**src/rtl/ifid_if.sv**
```systemverilog
// ifid_if: fetch/decode handshake bundle around the IF/ID queue.
//   Fetch side : in_valid, in_ready, in_pcp4, in_ins
//   Control    : flush (branch redirect), stall (decode back-pressure)
//   Decode side: out_valid, out_pcp4, out_ins, the split instruction fields,
//                im_sext, the format class fmt and the occupancy count.
// slave  = the queue itself; master = the fetch/decode environment.
interface ifid_if #(
    parameter int DATA_W = 32,
    parameter int DEPTH  = 4,
    parameter int PTR_W  = $clog2(DEPTH)
);
    logic              in_valid;
    logic              in_ready;
    logic [DATA_W-1:0] in_pcp4;
    logic [DATA_W-1:0] in_ins;
    logic              flush;
    logic              stall;
    logic              out_valid;
    logic [DATA_W-1:0] out_pcp4;
    logic [DATA_W-1:0] out_ins;
    logic [5:0]        op;
    logic [4:0]        rs_fmt;
    logic [4:0]        rt_ft;
    logic [4:0]        rd_fs;
    logic [4:0]        sh_fd;
    logic [5:0]        fun;
    logic [15:0]       im;
    logic [DATA_W-1:0] im_sext;
    logic [25:0]       ad;
    logic [2:0]        fmt;
    logic [PTR_W:0]    count;

    modport slave (
        input  in_valid, in_pcp4, in_ins, flush, stall,
        output in_ready, out_valid, out_pcp4, out_ins, op, rs_fmt, rt_ft,
               rd_fs, sh_fd, fun, im, im_sext, ad, fmt, count
    );

    modport master (
        output in_valid, in_pcp4, in_ins, flush, stall,
        input  in_ready, out_valid, out_pcp4, out_ins, op, rs_fmt, rt_ft,
               rd_fs, sh_fd, fun, im, im_sext, ad, fmt, count
    );
endinterface

```
**src/rtl/ifid_queue.sv**
```systemverilog
// ifid_queue: DEPTH-entry FIFO of {pc+4, instruction} pairs between fetch and
// decode. The head entry is presented already split into MIPS R/I/J/FR/FI
// fields with a format class and a sign-extended immediate.
//   clk, rst_n : clock (rising edge) and asynchronous active-low reset
//   bus        : ifid_if.slave -- fetch handshake, flush/stall controls,
//                decoded head entry and occupancy count
// When the queue is empty the head is forced to zero so decode sees a NOP.
module ifid_queue #(
    parameter int         DATA_W = 32,
    parameter int         DEPTH  = 4,
    parameter logic [5:0] FP_OP  = 6'b010001
) (
    input  logic  clk,
    input  logic  rst_n,
    ifid_if.slave bus
);
    localparam int PTR_W = $clog2(DEPTH);
    localparam logic [PTR_W:0] FULL_CNT = (PTR_W+1)'(DEPTH);

    localparam logic [2:0] FMT_R  = 3'd0;
    localparam logic [2:0] FMT_I  = 3'd1;
    localparam logic [2:0] FMT_J  = 3'd2;
    localparam logic [2:0] FMT_FR = 3'd3;
    localparam logic [2:0] FMT_FI = 3'd4;

    // Format class from opcode; COP1 splits on the fmt field (16/17 = S/D arithmetic).
    function automatic logic [2:0] classify(input logic [5:0] op_v, input logic [4:0] rs_v);
        logic [2:0] f;
        f = FMT_I;
        case (op_v)
            6'd0:       f = FMT_R;
            6'd2, 6'd3: f = FMT_J;
            default: begin
                if (op_v == FP_OP) begin
                    if (rs_v == 5'd16 || rs_v == 5'd17) f = FMT_FR;
                    else                                f = FMT_FI;
                end else begin
                    f = FMT_I;
                end
            end
        endcase
        return f;
    endfunction

    logic [DATA_W-1:0] pcp4_mem_q [DEPTH];
    logic [DATA_W-1:0] ins_mem_q  [DEPTH];
    logic [PTR_W-1:0]  wr_ptr_q, wr_ptr_d;
    logic [PTR_W-1:0]  rd_ptr_q, rd_ptr_d;
    logic [PTR_W:0]    count_q,  count_d;

    logic              valid_s;
    logic              full_s;
    logic              in_ready_s;
    logic              push_s;
    logic              pop_s;
    logic [DATA_W-1:0] head_ins_s;
    logic [DATA_W-1:0] head_pcp4_s;

    // Handshake qualification; a pop cannot make room for a same-cycle push.
    always_comb begin
        valid_s    = (count_q != (PTR_W+1)'(0));
        full_s     = (count_q == FULL_CNT);
        in_ready_s = rst_n && !full_s && !bus.flush;
        push_s     = bus.in_valid && in_ready_s;
        pop_s      = valid_s && !bus.stall && !bus.flush;
    end

    // Next-state for pointers and occupancy; flush overrides everything.
    always_comb begin
        wr_ptr_d = wr_ptr_q;
        rd_ptr_d = rd_ptr_q;
        count_d  = count_q;
        if (bus.flush) begin
            wr_ptr_d = PTR_W'(0);
            rd_ptr_d = PTR_W'(0);
            count_d  = (PTR_W+1)'(0);
        end else begin
            if (push_s) wr_ptr_d = wr_ptr_q + PTR_W'(1);
            else        wr_ptr_d = wr_ptr_q;
            if (pop_s)  rd_ptr_d = rd_ptr_q + PTR_W'(1);
            else        rd_ptr_d = rd_ptr_q;
            case ({push_s, pop_s})
                2'b10:   count_d = count_q + (PTR_W+1)'(1);
                2'b01:   count_d = count_q - (PTR_W+1)'(1);
                default: count_d = count_q;
            endcase
        end
    end

    // Pointer and occupancy registers.
    always_ff @(posedge clk or negedge rst_n) begin
        if (!rst_n) begin
            wr_ptr_q <= PTR_W'(0);
            rd_ptr_q <= PTR_W'(0);
            count_q  <= (PTR_W+1)'(0);
        end else begin
            wr_ptr_q <= wr_ptr_d;
            rd_ptr_q <= rd_ptr_d;
            count_q  <= count_d;
        end
    end

    // Storage array; contents are meaningless until written, so no reset.
    always_ff @(posedge clk) begin
        if (push_s) begin
            pcp4_mem_q[wr_ptr_q] <= bus.in_pcp4;
            ins_mem_q[wr_ptr_q]  <= bus.in_ins;
        end
    end

    // Head entry, zeroed into a NOP bubble when the queue is empty.
    always_comb begin
        head_ins_s  = {DATA_W{1'b0}};
        head_pcp4_s = {DATA_W{1'b0}};
        if (valid_s) begin
            head_ins_s  = ins_mem_q[rd_ptr_q];
            head_pcp4_s = pcp4_mem_q[rd_ptr_q];
        end else begin
            head_ins_s  = {DATA_W{1'b0}};
            head_pcp4_s = {DATA_W{1'b0}};
        end
    end

    assign bus.in_ready  = in_ready_s;
    assign bus.out_valid = valid_s;
    assign bus.out_pcp4  = head_pcp4_s;
    assign bus.out_ins   = head_ins_s;
    assign bus.op        = head_ins_s[31:26];
    assign bus.rs_fmt    = head_ins_s[25:21];
    assign bus.rt_ft     = head_ins_s[20:16];
    assign bus.rd_fs     = head_ins_s[15:11];
    assign bus.sh_fd     = head_ins_s[10:6];
    assign bus.fun       = head_ins_s[5:0];
    assign bus.im        = head_ins_s[15:0];
    assign bus.im_sext   = {{(DATA_W-16){head_ins_s[15]}}, head_ins_s[15:0]};
    assign bus.ad        = head_ins_s[25:0];
    assign bus.fmt       = classify(head_ins_s[31:26], head_ins_s[25:21]);
    assign bus.count     = count_q;
endmodule

```
**src/flat_wrapper.sv**
```systemverilog
// flat-port wrapper written by rule: the top's interface ports become plain ports
module ifid_queue_flat 
#(
    parameter int         DATA_W = 32,
    parameter int         DEPTH  = 4,
    parameter logic [5:0] FP_OP  = 6'b010001
)
  (clk, rst_n, bus_in_valid, bus_in_pcp4, bus_in_ins, bus_flush, bus_stall, bus_in_ready, bus_out_valid, bus_out_pcp4, bus_out_ins, bus_op, bus_rs_fmt, bus_rt_ft, bus_rd_fs, bus_sh_fd, bus_fun, bus_im, bus_im_sext, bus_ad, bus_fmt, bus_count);
  ifid_if #(.DATA_W(DATA_W), .DEPTH(DEPTH)) bus_i ();
  input  logic clk;
  input  logic rst_n;
  input wire logic [$bits(bus_i.in_valid)-1:0] bus_in_valid;
  input wire logic [$bits(bus_i.in_pcp4)-1:0] bus_in_pcp4;
  input wire logic [$bits(bus_i.in_ins)-1:0] bus_in_ins;
  input wire logic [$bits(bus_i.flush)-1:0] bus_flush;
  input wire logic [$bits(bus_i.stall)-1:0] bus_stall;
  output wire logic [$bits(bus_i.in_ready)-1:0] bus_in_ready;
  output wire logic [$bits(bus_i.out_valid)-1:0] bus_out_valid;
  output wire logic [$bits(bus_i.out_pcp4)-1:0] bus_out_pcp4;
  output wire logic [$bits(bus_i.out_ins)-1:0] bus_out_ins;
  output wire logic [$bits(bus_i.op)-1:0] bus_op;
  output wire logic [$bits(bus_i.rs_fmt)-1:0] bus_rs_fmt;
  output wire logic [$bits(bus_i.rt_ft)-1:0] bus_rt_ft;
  output wire logic [$bits(bus_i.rd_fs)-1:0] bus_rd_fs;
  output wire logic [$bits(bus_i.sh_fd)-1:0] bus_sh_fd;
  output wire logic [$bits(bus_i.fun)-1:0] bus_fun;
  output wire logic [$bits(bus_i.im)-1:0] bus_im;
  output wire logic [$bits(bus_i.im_sext)-1:0] bus_im_sext;
  output wire logic [$bits(bus_i.ad)-1:0] bus_ad;
  output wire logic [$bits(bus_i.fmt)-1:0] bus_fmt;
  output wire logic [$bits(bus_i.count)-1:0] bus_count;
  assign bus_i.in_valid = bus_in_valid;
  assign bus_i.in_pcp4 = bus_in_pcp4;
  assign bus_i.in_ins = bus_in_ins;
  assign bus_i.flush = bus_flush;
  assign bus_i.stall = bus_stall;
  assign bus_in_ready = bus_i.in_ready;
  assign bus_out_valid = bus_i.out_valid;
  assign bus_out_pcp4 = bus_i.out_pcp4;
  assign bus_out_ins = bus_i.out_ins;
  assign bus_op = bus_i.op;
  assign bus_rs_fmt = bus_i.rs_fmt;
  assign bus_rt_ft = bus_i.rt_ft;
  assign bus_rd_fs = bus_i.rd_fs;
  assign bus_sh_fd = bus_i.sh_fd;
  assign bus_fun = bus_i.fun;
  assign bus_im = bus_i.im;
  assign bus_im_sext = bus_i.im_sext;
  assign bus_ad = bus_i.ad;
  assign bus_fmt = bus_i.fmt;
  assign bus_count = bus_i.count;
  ifid_queue #(.DATA_W(DATA_W), .DEPTH(DEPTH), .FP_OP(FP_OP)) u_core (.clk(clk), .rst_n(rst_n), .bus(bus_i));
endmodule
```
**config.mk**
```make
export PLATFORM = sky130hd
export DESIGN_NAME = ifid_queue_flat
export DESIGN_NICKNAME = d
export VERILOG_FILES = /design/src/rtl/ifid_if.sv /design/src/rtl/ifid_queue.sv /design/src/flat_wrapper.sv
export SDC_FILE = /design/constraint.sdc
export NUM_CORES = 1
export LEC_CHECK = 0
export BUFFER_PORTS_ARGS = -buffer_cell sky130_fd_sc_hd__buf_4
export CAP_MARGIN = 20
export CORE_ASPECT_RATIO = 1.75
export CORE_MARGIN = 3
export CORE_UTILIZATION = 30
export DETAILED_ROUTE_END_ITERATION = 7
export GPL_ROUTABILITY_DRIVEN = 0
export GPL_TIMING_DRIVEN = 0
export SLEW_MARGIN = 20
export SYNTH_ARGS = -nofsm -noshare
export SYNTH_HDL_FRONTEND = slang
export SYNTH_SLANG_ARGS = --single-unit
```
**constraint.sdc**
```tcl
create_clock -name clk -period 4.3 [get_ports clk]
set_clock_uncertainty 0.05 [all_clocks]
set_input_delay 1.075 -clock clk [delete_from_list [all_inputs] [get_ports clk]]
set_output_delay 1.075 -clock clk [all_outputs]
set_load 0.03 [all_outputs]
```
# Word level (Yosys, flattened, before mapping)
# Memories as Yosys holds them, arrays and structs flattened.
# Index checks and enable logic that the tools add are counted.
[word_totals]
out_inout_bits = 178
input_bits = 69
n_memories = 2
ff_bits = 7
ram_bits = 256
elab_cells = 45
[mem_list]
columns = ["name", "depth", "width", "rd", "rd_clocked_by_memory_dff", "wr", "line_no", "rtl"]
rows = [
  ["u_core.ins_mem_q", 4, 32, 1, 0, 1, "ifid_queue.sv:46", "logic [DATA_W-1:0] ins_mem_q [DEPTH];"],
  ["u_core.pcp4_mem_q", 4, 32, 1, 0, 1, "ifid_queue.sv:45", "logic [DATA_W-1:0] pcp4_mem_q [DEPTH];"],
]
[op_classes]
mux = 13
eq_ne = 8
n_addsub = 4
n_reduce_logical = 15
[ops]
columns = ["operator", "n"]
rows = [
  ["$mux W32", 2],
  ["$eq A6 B2 Y1 const B", 2],
  ["$pmux W3 S2", 2],
  ["$eq A5 B5 Y1 const B", 2],
  ["$mux W3", 3],
  ["$mux W2", 4],
  ["$eq A6 B5 Y1 const B", 1],
  ["$logic_not A6 Y1", 1],
  ["$reduce_bool A3 Y1", 2],
  ["$logic_and A1 B1 Y1", 5],
  ["$add A2 B1 Y2 const B", 2],
  ["$reduce_bool A2 Y1", 2],
  ["$add A3 B1 Y3 const B", 1],
  ["$eq A3 B3 Y1 const B", 1],
  ["$logic_not A1 Y1", 3],
  ["$sub A3 B1 Y3 const B", 1],
  ["$eq A2 B1 Y1 const B", 1],
  ["$eq A2 B2 Y1 const B", 1],
  ["$mux W1", 2],
  ["$reduce_or A2 Y1", 1],
  ["$logic_or A1 B1 Y1", 1],
]

# Logic depth before layout (Yosys ltp)
[depth]
depth_word = 8
depth_mapped = 7
ltp_nobuf = 6

# Worst setup path after synthesis
# No wires, ideal clock.
[synth_path]
path_kind = "input-to-reg"
startpoint = "input bus_flush"
endpoint = "memory u_core.ins_mem_q[0][0], enable pin"
path_slack_ps = 237
t_arrival_ps = 3584
setup_time_ps = 429
cell_stages = 4
n_path_buf = 1
required_time_ps = 3821
cell_sequence = "clkbuf_1 > nand2b_1 > nor3_1 > and2_1"
[synth_between]
elab_chain_len = 5
[synth_rtl]
columns = ["item", "line_no", "rtl"]
rows = [
  ["start: declaration", "flat_wrapper.sv:15", "input wire logic [$bits(bus_i.flush)-1:0] bus_flush;"],
  ["$logic_not A1 Y1", "ifid_queue.sv:63", "in_ready_s = rst_n && !full_s && !bus.flush;"],
  ["$logic_and A1 B1 Y1", "ifid_queue.sv:63", ""],
  ["$logic_and A1 B1 Y1", "ifid_queue.sv:64", "push_s = bus.in_valid && in_ready_s;"],
  ["$mux W1", "ifid_queue.sv:105", "if (push_s) begin"],
  ["$mux W1 (not written as such)", "ifid_queue.sv:107", "ins_mem_q[wr_ptr_q] <= bus.in_ins;"],
  ["end: declaration", "ifid_queue.sv:46", ""],
]
# No other way between the ends.

# Final worst setup path
[layout_path]
startpoint = "register u_core.rd_ptr_q[1]"
endpoint = "output bus_out_pcp4[28]"
[layout_between]
elab_chain_len = 2
[layout_rtl]
columns = ["item", "line_no", "rtl"]
rows = [
  ["start: declaration", "ifid_queue.sv:48", "logic [PTR_W-1:0] rd_ptr_q, rd_ptr_d;"],
  ["start signal: assignment", "ifid_queue.sv:98", "rd_ptr_q <= rd_ptr_d;"],
  ["$mem_v2 Z4 W32", "-", ""],
  ["$mux W32", "ifid_queue.sv:115", "if (valid_s) begin"],
  ["end: declaration", "flat_wrapper.sv:19", "output wire logic [$bits(bus_i.out_pcp4)-1:0] bus_out_pcp4;"],
]
# No other way between the ends.

==> impl_results.md <==
- Status: completed
- Metal1 wirelength: roughly 8600 um
- CP Max Fanout: 10
- Share of cells above drive strength 1: 0.549
- TritonCTS clock tree: done
- Seq/Total Area, Yosys: 0.709
- Arrival time of the worst setup path: 2870 ps
- Clock Path Buffers: 3
- DRC Markers: 0
- Most frequent cells after synthesis: edfxtp_1, buf_4, and2_1
- CTS sink count: 263
- Final hold vios: 0
- Vias per inst: 4.33
- Clock Pin Slew Worst Setup and Hold Paths: roughly 60 ps
- Post-CTS Setup Inserts: 0
- CP Launch Type: flip-flop
- Number of unique standard cell types used by synthesis: between 40 and 50
- Count leader, synth: edfxtp_1
- Ports: 247
- P_sw: 3.12 mW
- Gate power share: 0.427
- Clock power share: 0.245
- Setup violations, final: 0
- Peak Freq: 250 MHz
- Die area: 39,400 um^2
- Flop pwr share: 0.328
- CP Capture Type: output port
- Finished layout cell area: 14,400 um^2
- Starting DRT DRC Count: 243
- Final core occ: 0.398
- Switch share: 0.353
- Slew Viols, Final: 0
- Initial antenna violation count: 3
- Root buffer cell: clkbuf_16
- Multi-input gate area: between 2000 and 2500 um^2
- Total power: 8.86 mW
- Post-synth top area share: 0.693
- Detailed Place HPWL: 17,200 um
- Int Pwr: 5.74 mW
- Final antenna-violating net count: 0
- FILL cells: 3,348
- Async SR Flop Fraction: 0.0266
- Die Ht: 260 um
- Routed length per placed instance: ~18 um
- Crit share post-route: 0.929
- Post-Syn Instances: 578
- Max Used Layer: met5
- VDD IR max: 0.454 mV
- Vias: 5,810
- WS Path Type: flip-flop to output port
- Vias in the first global route: 6,114
- Pin count of the biggest net entering global routing: between 40 and 50
- # Max-Cap Violations: 0
- Worst-skew pair later-pin latency: 520 ps
- Die width: approximately 150 um
- Largest cells by area after synthesis: edfxtp_1, mux4_2, buf_4
- Power Density: 614 nW/um^2
- Synth Register Bits: around 260
- Leakage: 5.44 nW
- Tmin final: 3990 ps
- Total track usage: 0.122
- RSZ-0062 raised after global routing: false
- IO buf count: 245
- Worst-margin pin slew: between 900 and 1000 ps
- Num rows: 92
- Post-synthesis cell area: 11,100 um^2
- Final-stage net count: 927
- Average size of a mapped cell: 19.2 um^2
- Initial Util: 0.306
- Final hold slack: between 300 and 400 ps
- Area growth syn-to-layout: 30.1%
- Total CTS buffers: 25
- Ys flop type: edfxtp_1
- WL final: 24,800 um
- EDFF count, synth: 256
- Global-route wire length before repair: 36,100 um
- DR pass1 iterations: 6
- Placed instance area: between 10,000 and 15,000 um^2
- Mapped Nets: about 650
- Area of the core: 36,300 um^2
- Yosys top cell by area: edfxtp_1
- Worst Hold Class: input port to asynchronous set/reset pin
- Depth of the CTS H-tree: 1
- Ys Warns: 0
- DR WL met3: 1790 um
- GRT Residual Overflow: 0
- Hold-fix buffers, CTS: 0
- CP required: about 3200 ps
- Max_slew headroom: 0.375
- Met2 wire len: 13,800 um
- Area occupied by registers: 7860 um^2
-- final timing paths --
check                               startpoint                      end  slack (ps)  cells past startpoint
hold / removal                           rst_n      u_core.bus.count[0]         310                      1
setup reg to reg           u_core.bus.count[2]  u_core.ins_mem_q[1][18]        1490                      4
min in group clk            u_core.wr_ptr_q[0]       u_core.wr_ptr_q[0]         550                      1
max in group asynchronous                rst_n       u_core.rd_ptr_q[0]        3750                      1
setup / recovery            u_core.rd_ptr_q[1]         bus_out_pcp4[28]         310                      5
hold reg to reg             u_core.wr_ptr_q[0]       u_core.wr_ptr_q[0]         550                      1
-- through the flow --
step	instances	setup WS, ps	setup TNS (ps)
2_1_floorplan	578	237	0
3_3_place_gp	1293	-1510	-371610
3_5_place_dp	1297	269	0
4_1_cts	1340	62.8	0
5_1_grt	1341	146	0
6_report	1341	305	0
-- state kept, by name (all words and copies together) (netlist names) --
signal             count
u_core.bus.count       3
u_core.ins_mem_q     128
u_core.pcp4_mem_q    128
u_core.wr_ptr_q        2
u_core.rd_ptr_q        2
-- logic make-up (layout without fill, tap and decap cells) --
logic type,count (synthesis),in the layout,synth area share
flip-flops,263,263,0.709
buffers and inverters,136,428,0.0847
AND/OR/NAND/NOR,94,94,0.0565
multiplexers,67,67,0.134
AO/OA/AOI/OAI,12,12,0.00925
adder cells (fa/ha/maj),5,5,0.00632
XOR/XNOR,1,1,0.000789
other,0,1,0
-- critical path, cell delays in order, from the launching register on --
cell     delay (ps)
dfrtp_1         500
buf_2           340
buf_1           710
mux4_2          410
and2_1          200
buf_4           170
-- power by group through the flow --
stage	clock network [mW]	registers [mW]	logic, mW
after floorplan	0	2.97	2.53
after global placement	0	2.96	3.84
after detailed placement	0	2.96	3.87
after CTS	2.26	2.91	3.88
after global routing	2.36	2.91	4.03
final	2.17	2.91	3.79
-- placed cells by master, fill, tap and decap left out, types with 2 or more instances in the layout --
| master | instances |
|---|---|
| and2_1 | 61 |
| buf_16 | 2 |
| buf_12 | 2 |
| nor2b_1 | 3 |
| inv_6 | 4 |
| nor4b_4 | 2 |
| mux4_1 | 3 |
| and2_2 | 2 |
| ha_1 | 4 |
| nand2_1 | 2 |
| nor3b_1 | 3 |
| nor3_1 | 2 |
| a21oi_1 | 2 |
| buf_4 | 353 |
| dfrtp_1 | 7 |
| clkbuf_16 | 25 |
| nor2_1 | 6 |
| edfxtp_1 | 256 |
| clkbuf_1 | 13 |
| and2_4 | 4 |
| clkinv_1 | 4 |
| clkinv_2 | 3 |
| bufinv_16 | 3 |
| buf_6 | 2 |
| buf_2 | 7 |
| o21ai_0 | 3 |
| inv_1 | 6 |
| mux4_2 | 61 |
-- what timing repair did --
| action | in CTS | in global routing |
|---|---|---|
| setup endpoints to repair | 21 | 20 |
| resized for setup | 1 | 2 |
| gates cloned | 0 | 0 |
-- final cells by class --
class	instances	area share
clock buffers	29	0.0444
plain buffers	128	0.0631
repair buffers	249	0.134
diodes	1	0.000173
multi-input cells	179	0.160
well taps	470	0.0407
flip-flops and latches	263	0.545
clock inverters	15	0.0114
inverters	7	0.00182
-- layer usage --
layer | up-vias | GRT usage
met4 | 4 | 0.0431
met3 | 37 | 0.0268
li1 | 2686 | -
met1 | 2892 | 0.126
met5 | - | 0
met2 | 191 | 0.235
Power figures use the tool's default switching activity.
